`config.mk`:
```
export PLATFORM = sky130hd
export DESIGN_NAME = mem_arb
export DESIGN_NICKNAME = d
export VERILOG_FILES = /design/src/rtl/mem_arb.sv
export SDC_FILE = /design/constraint.sdc
export NUM_CORES = 1
export LEC_CHECK = 0
export CAP_MARGIN = 25
export CORE_MARGIN = 2
export CORE_UTILIZATION = 29
export CTS_CLUSTER_SIZE = 16
export DETAILED_ROUTE_END_ITERATION = 10
export GPL_ROUTABILITY_DRIVEN = 0
export HOLD_SLACK_MARGIN = 0.02
export PLACE_DENSITY = 0.78
export REMOVE_ABC_BUFFERS = 1
export SYNTH_ARGS = -nofsm -noshare
export SYNTH_HDL_FRONTEND = slang
export SYNTH_SLANG_ARGS = --single-unit
```
`constraint.sdc`:
```
create_clock -name clk -period 1.8 [get_ports clk]
set_input_delay 0.36 -clock clk [delete_from_list [all_inputs] [get_ports clk]]
set_output_delay 0.36 -clock clk [all_outputs]
set_load 0.02 [all_outputs]
```
`src/rtl/mem_arb.sv`:
```
// Two-port memory arbiter: a fetch port and a load/store port share one memory
// port, with one outstanding transaction and anti-starvation for fetch.
module mem_arb #(
  parameter int AW         = 32,
  parameter int DW         = 32,
  parameter int STARVE_LIM = 4
) (
  input  logic            clk,
  input  logic            rst,
  input  logic            en,
  input  logic            if_req,
  input  logic [AW-1:0]   if_addr,
  output logic            if_gnt,
  output logic            if_rvalid,
  output logic [DW-1:0]   if_rdata,
  input  logic            ls_req,
  input  logic            ls_we,
  input  logic [DW/8-1:0] ls_be,
  input  logic [AW-1:0]   ls_addr,
  input  logic [DW-1:0]   ls_wdata,
  output logic            ls_gnt,
  output logic            ls_rvalid,
  output logic [DW-1:0]   ls_rdata,
  output logic            mem_req,
  output logic            mem_we,
  output logic [DW/8-1:0] mem_be,
  output logic [AW-1:0]   mem_addr,
  output logic [DW-1:0]   mem_wdata,
  input  logic            mem_gnt,
  input  logic            mem_rvalid,
  input  logic [DW-1:0]   mem_rdata
);
  localparam int BW = DW / 8;
  localparam logic [3:0] LIM = 4'(STARVE_LIM);

  typedef enum logic [1:0] {IDLE, REQ, WAIT} state_t;

  typedef struct packed {
    logic          we;
    logic [BW-1:0] be;
    logic [AW-1:0] addr;
    logic [DW-1:0] wdata;
  } mem_cmd_t;

  state_t   state, state_nxt;
  mem_cmd_t cmd_q, cmd_nxt;
  logic     own_ls;
  logic [3:0] starve_cnt;
  logic     arb, sel_if;

  // Gating on rst keeps both grants low during the reset cycle itself.
  assign arb    = (state == IDLE) && en && !rst && (if_req || ls_req);
  assign sel_if = if_req && (!ls_req || (starve_cnt == LIM));

  always_comb begin
    state_nxt = state;
    if_gnt    = 1'b0;
    ls_gnt    = 1'b0;
    cmd_nxt   = cmd_q;
    case (state)
      IDLE: if (arb) begin
        state_nxt = REQ;
        if (sel_if) begin
          if_gnt  = 1'b1;
          cmd_nxt = '{we: 1'b0, be: '1, addr: if_addr, wdata: '0};
        end else begin
          ls_gnt  = 1'b1;
          cmd_nxt = '{we: ls_we, be: ls_be, addr: ls_addr, wdata: ls_wdata};
        end
      end
      REQ:  if (mem_gnt) state_nxt = WAIT;
      WAIT: if (mem_rvalid) state_nxt = IDLE;
      default: state_nxt = IDLE;
    endcase
  end

  always_ff @(posedge clk) begin
    if (rst) begin
      state      <= IDLE;
      cmd_q      <= '0;
      own_ls     <= 1'b0;
      starve_cnt <= '0;
    end else begin
      state <= state_nxt;
      cmd_q <= cmd_nxt;
      if (arb) begin
        own_ls <= !sel_if;
        if (sel_if)
          starve_cnt <= '0;
        else if (if_req && (starve_cnt != LIM))
          starve_cnt <= starve_cnt + 4'd1;
      end
    end
  end

  assign mem_req   = (state == REQ);
  assign mem_we    = cmd_q.we;
  assign mem_be    = cmd_q.be;
  assign mem_addr  = cmd_q.addr;
  assign mem_wdata = cmd_q.wdata;

  // Responses outside WAIT are stale or spurious and never reach a port.
  assign if_rvalid = (state == WAIT) && mem_rvalid && !own_ls;
  assign ls_rvalid = (state == WAIT) && mem_rvalid &&  own_ls;
  assign if_rdata  = mem_rdata;
  assign ls_rdata  = mem_rdata;
endmodule

```
==> impl_metrics.ini, run 1 <==
[outcome]
outcome = complete, but fails checks
violations = setup timing

[synth]
synth_top_area_share = 0.468
synth.area.top_cells = dfxtp_1 (47%), buf_4 (15%), a222oi_1 (9.9%)
ys_top_cells_by_count = dfxtp_1 (76), nor2_1 (71), buf_4 (64)
synthArstFlopShare = 0
syn-cell-area_mm2 = 0.00325
yosysMostFrequentCell = dfxtp_1
synth_edf_count = 0
synth.avg_cell_area_um2 = 9.45
synth.distinct_cells = 28
netlist_instances = 344
synth.yosys.seq_area_share = 0.468
synth-seq-cells = 76
ys.flop_type = dfxtp_1
synth_top_cell_by_area = dfxtp_1
yosys_warnings = 0

[grt]
antenna_found_initial = 0
grt_pass1_vias = 3114
grt_max_degree = 77
grt_use_total = 0.205
grt_first_pass_wirelength_mm = 17.9
gr-total-overflow = 0

[flow_run]
maxCapViolCount = 0

[sta]
slew-limit-headroom = 0.466
setup_tns_ns = -0.925
final_max_slew_viol_count = 0
holdWs_ns = 0.475
max_freq_mhz = 518
fin_crit_ns = 1.93
timing.final.ws_setup_ns = -0.130
fin_crit_sh = 1.07
rsz0062_at_grt = yes
setup_viol_count_final = 32
finalHoldViolCount = 0
tightestPinTransition_ns = 0.801
fin_skew_ns = 0.0102

[clock_network]
ctsLongestPathBuffers = 2
cts_hold_buf = 0
clockRootBuffer = clkbuf_8
cts.sinks = 76
clock_latency_ns = 0.35
cts-buffers-inserted = 9
cts_tree = yes
h-tree-depth = 3
path_clk_slew_ns = 0.08

[die]
coreArea_mm2 = 0.0109
top_level_ports = 278
die_w_um = 110
die_area_mm2 = 0.0121
initial_core_util = 0.298
rows = 38
die_h_um = 110

[critical_path]
worstPathRequired_ns = 1.44
path_class = flip-flop to primary output
critPathLaunchType = flip-flop
cp_data_arrival_time_ns = 1.57
cp_max_fo = 2
crit_path_end_kind = primary output
r2r_cells = 5

[final_layout]
instances_no_fill = 616
register_area_mm2 = 0.00152
drive_above_1_share = 0.134
fill_cells = 1013
fin_util = 0.471
num-nets-final = 613
multi_input_area_mm2 = 0.00118
syn2layout_area_growth_pct = 57.7
diodes = 0
final_cell_area_mm2 = 0.00512

[place]
post-place-ws_ns = -0.755
io_buffers = 181
placedInstanceArea_mm2 = 0.00484
hpwl_mm = 9.58
place_inst = 599

[power]
powerDensity_mw_per_mm2 = 742
p_leak_nw = 1.89
power_mw = 3.80
ir_drop_mv = 0.394

[routing]
routed_via_density = 5.16
wl_per_cell_um = 21.0
ant_nets = 0
drt-pass1-iter-count = 7
drtIter0Drc = 345
vias = 3181
totalWireLength_mm = 12.9
route.detailed.drc = 0

[hold_path]
hp-class = flip-flop to flip-flop
hold_depth = 2
## state kept, by name, summed over array words and instances (netlist names)
name,flops
starve_cnt,4
own_ls,1
mem_be,4
mem_wdata,32
mem_we,1
state,2
mem_addr,32
## critical path, cell delays in order, from the launching register on
cell and delay [ns]:
dfxtp_2 0.33, or4b_4 0.54, a211oi_4 0.21, buf_6 0.16
## timing repair
| item | 4_1_cts | 5_1_grt |
|---|---|---|
| setup endpoints to repair | 74 | 73 |
| pin swaps | 4 | 2 |
| cloned | 0 | 0 |
| setup buffers | 0 | 1 |
| resized for setup | 28 | 19 |
## power by group
group          total [mW]  internal, mW  leakage, nW  switching [mW]
Sequential           1.79          1.75        0.619          0.0383
Clock                1.25         0.613       0.0917           0.634
Combinational       0.763         0.445         1.18           0.318
Total                3.80          2.81         1.89           0.990
## final cells by class
class / instances / share of cell area
clock buffers: 13 / 0.0330
clock inverters: 3 / 0.00391
inverters: 6 / 0.00440
multi-input cells: 173 / 0.230
flip-flops and latches: 76 / 0.297
well taps: 140 / 0.0342
repair buffers: 205 / 0.397
## metal layers
metal	vias up	global-route usage	part of all wire
li1	1427	-	-
met1	1497	0.238	0.40
met2	234	0.267	0.40
met3	19	0.172	0.17
met4	4	0.0678	0.015
met5	-	0.0982	0.012
## logic make-up after synthesis
kind of cell	after synthesis	share of synthesized area
buffers and inverters	95	0.192
AND/OR/NAND/NOR	92	0.126
AO/OA/AOI/OAI	76	0.198
flip-flops	76	0.468
XOR/XNOR	3	0.00809
adder cells (fa/ha/maj)	2	0.00770
## placed cells by master, fill, tap and decap left out, drive strengths merged, types with 2 or more instances in the layout
cell           synthesis  routed
a22oi                 34      34
nand2b                 5       5
nor2                  71      71
clkdlybuf4s50          0     174
o21ai                  2       2
ha                     2       2
and3                   2       2
clkinvlp               0       2
xnor2                  2       2
nor2b                  2       2
a222oi                32      32
a211oi                 2       2
nor3                   4       4
buf                   71      28
inv                    6       6
dfxtp                 76      76
nand3                  3       3
clkbuf                18      14
a21oi                  6       6
## path summary, 6_finish.rpt
| path | start | to | slack (ns) |
|---|---|---|---|
| setup / recovery | state[0]$_SDFFE_PP0P_ | if_gnt | -0.13 |
| hold reg to reg | mem_be[3]$_SDFFE_PP0P_ | mem_be[3]$_SDFFE_PP0P_ | 0.47 |
| setup reg to reg | state[0]$_SDFFE_PP0P_ | mem_addr[31]$_SDFFE_PP0P_ | -0.05 |
| hold / removal | mem_be[3]$_SDFFE_PP0P_ | mem_be[3]$_SDFFE_PP0P_ | 0.47 |
Note: power is estimated with default switching activity, not from simulation.
==> run 2: changes to the inputs <==
--- a/config.mk
+++ b/config.mk
@@ -8,7 +8,6 @@
 export CAP_MARGIN = 25
 export CORE_MARGIN = 2
 export CORE_UTILIZATION = 29
-export CTS_CLUSTER_SIZE = 16
 export DETAILED_ROUTE_END_ITERATION = 10
 export GPL_ROUTABILITY_DRIVEN = 0
 export HOLD_SLACK_MARGIN = 0.02
==> results of run 2 <==
No change in the layout: final DEF, timing and power equal those of run 1.
